File: src/rtl/fetch_pkg.sv
// -----------------------------------------------------------------------------
// fetch_pkg
// Shared definitions for the instruction fetch sequencer:
//   - fetch_state_t : sequencer states (IDLE, FETCH_LO, FETCH_HI, VALID)
//   - FunSel codes understood by the address register file
//   - RegSel active-low enable patterns {PC, AR, SP}
//   - OutDSel code that routes PC onto OutD
// -----------------------------------------------------------------------------
package fetch_pkg;

    typedef enum logic [1:0] {
        IDLE     = 2'b00,
        FETCH_LO = 2'b01,
        FETCH_HI = 2'b10,
        VALID    = 2'b11
    } fetch_state_t;

    // Address register file function codes
    localparam logic [2:0] FETCH_FUNSEL_DEC  = 3'b000;
    localparam logic [2:0] FETCH_FUNSEL_INC  = 3'b001;
    localparam logic [2:0] FETCH_FUNSEL_LOAD = 3'b010;
    localparam logic [2:0] FETCH_FUNSEL_CLR  = 3'b011;
    // Code driven while no register is enabled; LOAD is harmless then
    localparam logic [2:0] FETCH_FUNSEL_IDLE = 3'b010;

    // Active-low register enables {PC, AR, SP}
    localparam logic [2:0] REGSEL_PC_ONLY = 3'b011;
    localparam logic [2:0] REGSEL_NONE    = 3'b111;

    // OutD source select: PC
    localparam logic [1:0] OUTDSEL_PC = 2'b00;

endpackage : fetch_pkg

File: src/rtl/instruction_fetch_sequencer.sv
// -----------------------------------------------------------------------------
// instruction_fetch_sequencer
// Fetches a 16-bit little-endian instruction as two bytes at PC and PC+1,
// incrementing PC in the address register file once per accepted byte, and
// hands the assembled instruction to decode over a valid/ready handshake.
//
// Optional feature macro: FETCH_FLUSH_EN (adds i_flush; returns to IDLE and
// clears IR on the next edge, overriding MemWait and IRReady).
//
// Ports:
//   clk            in   system clock, rising-edge
//   rst_n          in   asynchronous active-low reset
//   i_flush        in   (FETCH_FLUSH_EN only) abandon current instruction
//   i_fetch_en     in   fetching permitted (level)
//   i_mem_wait     in   memory not ready; current fetch state holds
//   i_mem_data     in   byte at the address currently on ARF OutD
//   i_ir_ready     in   decode accepts the instruction
//   o_mem_read     out  memory read strobe
//   o_arf_outd_sel out  ARF OutD select (always PC)
//   o_arf_reg_sel  out  ARF active-low register enables {PC, AR, SP}
//   o_arf_fun_sel  out  ARF function code
//   o_ir           out  assembled instruction
//   o_ir_valid     out  IR holds a complete, unconsumed instruction
// -----------------------------------------------------------------------------
module instruction_fetch_sequencer
    import fetch_pkg::*;
(
    input  logic        clk,
    input  logic        rst_n,
`ifdef FETCH_FLUSH_EN
    input  logic        i_flush,
`endif
    input  logic        i_fetch_en,
    input  logic        i_mem_wait,
    input  logic [7:0]  i_mem_data,
    input  logic        i_ir_ready,
    output logic        o_mem_read,
    output logic [1:0]  o_arf_outd_sel,
    output logic [2:0]  o_arf_reg_sel,
    output logic [2:0]  o_arf_fun_sel,
    output logic [15:0] o_ir,
    output logic        o_ir_valid
);

    fetch_state_t r_state;
    fetch_state_t w_state_next;
    logic [15:0]  r_ir;
    logic [15:0]  w_ir_next;
    logic         w_flush;

`ifdef FETCH_FLUSH_EN
    assign w_flush = i_flush;
`else
    assign w_flush = 1'b0;
`endif

    // State and instruction register
    always_ff @(posedge clk or negedge rst_n) begin
        if (!rst_n) begin
            r_state <= IDLE;
            r_ir    <= 16'h0000;
        end else begin
            r_state <= w_state_next;
            r_ir    <= w_ir_next;
        end
    end

    // Next-state and outputs
    always_comb begin
        w_state_next   = r_state;
        w_ir_next      = r_ir;
        o_mem_read     = 1'b0;
        o_arf_outd_sel = OUTDSEL_PC;
        o_arf_reg_sel  = REGSEL_NONE;
        o_arf_fun_sel  = FETCH_FUNSEL_IDLE;
        o_ir_valid     = 1'b0;

        case (r_state)
            IDLE: begin
                if (i_fetch_en) begin
                    w_state_next = FETCH_LO;
                end
            end

            FETCH_LO: begin
                o_mem_read    = 1'b1;
                o_arf_fun_sel = FETCH_FUNSEL_INC;
                // PC only advances on a cycle whose byte is actually taken;
                // a flush in this cycle means the byte is not taken either.
                if (!i_mem_wait && !w_flush) begin
                    o_arf_reg_sel   = REGSEL_PC_ONLY;
                    w_ir_next[7:0]  = i_mem_data;
                    w_state_next    = FETCH_HI;
                end
            end

            FETCH_HI: begin
                o_mem_read    = 1'b1;
                o_arf_fun_sel = FETCH_FUNSEL_INC;
                if (!i_mem_wait && !w_flush) begin
                    o_arf_reg_sel   = REGSEL_PC_ONLY;
                    w_ir_next[15:8] = i_mem_data;
                    w_state_next    = VALID;
                end
            end

            VALID: begin
                o_ir_valid = 1'b1;
                if (i_ir_ready) begin
                    w_state_next = i_fetch_en ? FETCH_LO : IDLE;
                end
            end

            default: begin
                w_state_next = IDLE;
            end
        endcase

        // Flush overrides every other transition
        if (w_flush) begin
            w_state_next = IDLE;
            w_ir_next    = 16'h0000;
        end
    end

    assign o_ir = r_ir;

endmodule : instruction_fetch_sequencer

File: config.mk
export PLATFORM = sky130hd
export DESIGN_NAME = instruction_fetch_sequencer
export DESIGN_NICKNAME = d
export VERILOG_FILES = /design/src/rtl/fetch_pkg.sv /design/src/rtl/instruction_fetch_sequencer.sv
export SDC_FILE = /design/constraint.sdc
export NUM_CORES = 1
export LEC_CHECK = 0
export CORE_ASPECT_RATIO = 1.4
export CORE_MARGIN = 2
export CORE_UTILIZATION = 43
export CTS_CLUSTER_SIZE = 16
export DETAILED_ROUTE_END_ITERATION = 10
export HOLD_SLACK_MARGIN = 0.03
export PLACE_DENSITY_LB_ADDON = 0.12
export RECOVER_POWER = 25
export SYNTH_ARGS = -nofsm -noshare
export SYNTH_HDL_FRONTEND = slang
export SYNTH_SLANG_ARGS = --single-unit
export TNS_END_PERCENT = 10
File: constraint.sdc
create_clock -name clk -period 2.42 [get_ports clk]
set_input_delay 0.484 -clock clk [delete_from_list [all_inputs] [get_ports clk]]
set_output_delay 0.484 -clock clk [all_outputs]
set_load 0.05 [all_outputs]
; After elaboration in Yosys (flattened, before gate mapping)
; Cells that the tools add are included.
[classes]
n_addsub = 0
multipliers = 0
div_mod_pow = 0
order_cmp = 0
eq_ne = 7
shift = 0
n_mux = 11
bitwise_logic = 1
reduce_logical = 5
[op_table]
columns = cell, count
row1 = $mux W2, 5
row2 = $ne A2 B2 Y1 const B, 4
row3 = $pmux W2 S4, 1
row4 = $mux W3, 2
row5 = $eq A2 B2 Y1 const B, 2
row6 = $reduce_and A2 Y1, 2
row7 = $reduce_and A4 Y1, 1
row8 = $mux W1, 3
row9 = $eq A2 B1 Y1 const B, 1
row10 = $logic_not A2 Y1, 1
row11 = $reduce_or A2 Y1, 1
row12 = $not A1 Y1, 1
[word_totals]
ff_bits = 18
latchBits = 0
ram_bits = 0
mem_bits_ro = 0
in_bits = 13
output_inout_bits = 26
mem_count = 0

; Logic depth before layout (Yosys ltp)
[depth]
depth_word = 3
ltp_mapped = 5

; Worst setup path after synthesis
; OpenSTA, ideal clock, no wires.
[synth_timing]
path_type = flip-flop to output port
start = register r_state[0]
end = output o_arf_reg_sel[2]
t_arrival_ns = 1.456
path_slack_ns = 0.480
path_stages_with_launch = 4
n_path_buf = 0
cell_sequence = dfrtp_1 inv_1 ha_1 nand2b_1
[synth_between]
elab_chain_len = 3
elab_cells_between_ends = 4
cone_classes = eq/ne (2) / mux (1) / reduce/logical (1)
[synth_lines]
columns = item, line
row1 = from (decl), instruction_fetch_sequencer.sv:45  ; fetch_state_t r_state;
row2 = from (signal assigned), instruction_fetch_sequencer.sv:63  ; r_state <= w_state_next;
row3 = $eq A2 B2 Y1 or $eq A2 B1 Y1 (tied branches), instruction_fetch_sequencer.sv:78  ; case (r_state)
row4 = $reduce_or A2 Y1 (no source line) *, n/a
row5 = $mux W3 *, n/a
row6 = to (decl), instruction_fetch_sequencer.sv:39  ; output logic [2:0] o_arf_reg_sel,
; Every way passes the cells marked *; elsewhere a longest branch is shown, timed or not.

; Worst setup path after layout
[layout_timing]
start = register r_state[1]
end = output o_ir_valid
[layout_between]
elab_chain_len = 2
[layout_lines]
columns = item, line
row1 = $eq A2 B2 Y1, instruction_fetch_sequencer.sv:78
row2 = $mux W1, instruction_fetch_sequencer.sv:78
row3 = to (decl), instruction_fetch_sequencer.sv:42  ; output logic o_ir_valid
; Every way passes these cells.

==> qor.txt <==
Outcome = finished clean
Synth Warn # = 0
Total track usage = 13.41%
Top cell type's share of synthesized area = 51.80%
Initial antenna violation count = 0
Delay of the slowest critical-path stage = 0.82 ns
CP required = 1.94 ns
XOR/XNOR share of the synthesized area = 0%
DIE WIDTH = 42.01 um
Clock-pin slew on the worst setup and hold paths = 0.10 ns
First-pass GRT wire length = 2.442 mm
Fraction of registers with async set/reset = 100.0%
Synthesis-to-layout area growth = 41.58%
Fmax = 452.8 MHz
Top-count cell post-synth = dfrtp_1
Post-synth EDFFs = 0
Final hold viol count = 0
DR iter-0 viols = 11
Final setup vio count = 0
Unrepaired setup endpoints after global routing = no
Max cap viols = 0
Post-CTS sizing = 0
Routed WL = 1.572 mm
Sequence of cells on the critical path = ha_1, clkdlybuf4s50_1
Worst slew pin tran = 0.9563 ns
CTS sink cnt = 18
Gp weighted congestion = 0.6836
Final #Nets = 116
Synth Area in Simple Gates = 2.590%
CP arrival = 1.72 ns
Register area share after synthesis = 51.80%
Effective utilization at floorplan = 45.16%
Post-synthesis mux area share = 25.32%
Num CTS Buffers = 3
CP Max Fanout = 4
Commonest cells post-synth = dfrtp_1, mux2_2, mux2_4
Final antenna-violating net count = 0
Core Region = 1926 sq um
Gr ovfl total = 0
Die Y-Extent = 57.21 um
Antenna Cells = 0
TritonCTS clock tree = done
DRC Markers = 0
Tcrit/Tclk final = 91.27%
Cts hold-fix bufs = 0
Setup TNS = 0 ns
Yosys cell types = 17
Root Driver = clkbuf_4
CTS H-tree lvls = 1
Post-DP HPWL = 1.243 mm
Vias in the first global route = 569
#FFs+latches synth = 18
Setup crit start kind = flip-flop
Final max-slew violation count = 0
Synth area leader = dfrtp_1
Largest family of logic cells by synthesized area = multiplexers
# port buffers = 33
Die ar. = 2403 sq um
Row cnt = 19
Worst Setup End Kind = primary output
Post-synthesis adder-cell area fraction = 5.755%
Clk Latency, worst-skew pair = 0.28 ns
Ys flop type = dfrtp_1
Post-synthesis compound-gate area fraction = 4.173%
Via-to-Cell Ratio = 4.815
CTS max path bufs = 2
TritonRoute pass-1 iters = 4
Synth top area cells = dfrtp_1, mux2_4, mux2_2
WL/cell = 13.21 um
Crit-path slowest cell = clkdlybuf4s50_1
CP delay by family, top = buffers and inverters
Buffers & Inverters on Critical Path = 1
Slew headroom = 36.25%
Boundary pin count = 39
Worst min-delay path category = reg -> reg
Total number of vias = 573
Post CTS Setup Buffer Count = 0
Largest net degree at the start of global routing = 19
Period minus WS final = 2.209 ns
Netlist Area Pre-Place = 869.6 sq um
Layout cells sized above 1 = 26.53%
Critical path class = reg -> out
Fill count = 151
Avg Cell Area, Syn = 13.80 sq um
Max Clock Skew = 0.005287 ns
Syn Inst Count = 63
Reg2reg setup slack = 0.93 ns
through the flow:
step,utilization [%],instance area [sq um],instances,hold WS [ns],setup WS [ns]
6_report,63.94,1231,119,0.5140,0.2114
2_1_floorplan,-,880.8,66,0.1884,0.4798
3_3_place_gp,62.25,1199,115,0.4873,0.5664
3_5_place_dp,62.25,1199,115,0.4968,0.5498
4_1_cts,64.13,1235,119,0.5197,0.2118
5_1_grt,63.94,1231,119,0.5340,0.1712
path summary, 6_finish.rpt:
| check | depth (start not counted) | end | from |
|---|---|---|---|
| max in group asynchronous | 2 | o_ir[12] | rst_n |
| setup / recovery | 2 | o_ir_valid | r_state[1] |
| setup reg to reg | 5 | o_ir[7] | r_state[1] |
| hold reg to reg | 1 | o_ir[3] | o_ir[3] |
| min in group asynchronous | 2 | o_ir[1] | rst_n |
| hold / removal | 1 | o_ir[3] | o_ir[3] |
registers in the layout, indices dropped and copies added, names as in the netlist:
signal	count
o_ir	16
r_state	2
area by class of cell:
class	count	area, sq um	share of cell area [%]
multi-input combinational	35	347.8	28.25
clock buffer	4	36.28	2.947
inverter	5	18.77	1.524
timing repair buffer	36	351.6	28.56
tap	21	26.28	2.134
sequential	18	450.4	36.59
cell usage in the layout (no fill, tap or decap):
cell type and instances:
clkdlybuf4s50_1 28, ha_1 4, o21ai_0 1, dlygate4sd3_1 1, buf_12 1, clkbuf_4 3
mux2_2 8, mux2i_1 1, clkbuf_1 1, mux2_4 8, buf_4 5, o21ai_1 1
o221ai_1 1, clkbuf_8 1, nand2b_1 2, conb_1 5, inv_1 5, nor2b_1 1
o2bb2ai_1 1, o2111ai_1 1, dfrtp_1 18, nand2_1 1
cells by family after synthesis:
logic type,Yosys count
adder cells (fa/ha/maj),4
flip-flops,18
other,2
AO/OA/AOI/OAI,5
multiplexers,17
buffers and inverters,13
AND/OR/NAND/NOR,4
metal layers:
layer  vias up  track usage, %  share of wire, %  routed length [um]
met5         -               0                 0                   0
met4         0           5.530               1.1                  17
li1        269               -                 -                   -
met3         2           3.165               7.4                 116
met1       281           14.75                40                 624
met2        21           24.33                52                 815
Power is left out: the tool's default activity adds up to more than one toggle a clock period on the data nets, which glitch-free logic cannot reach.
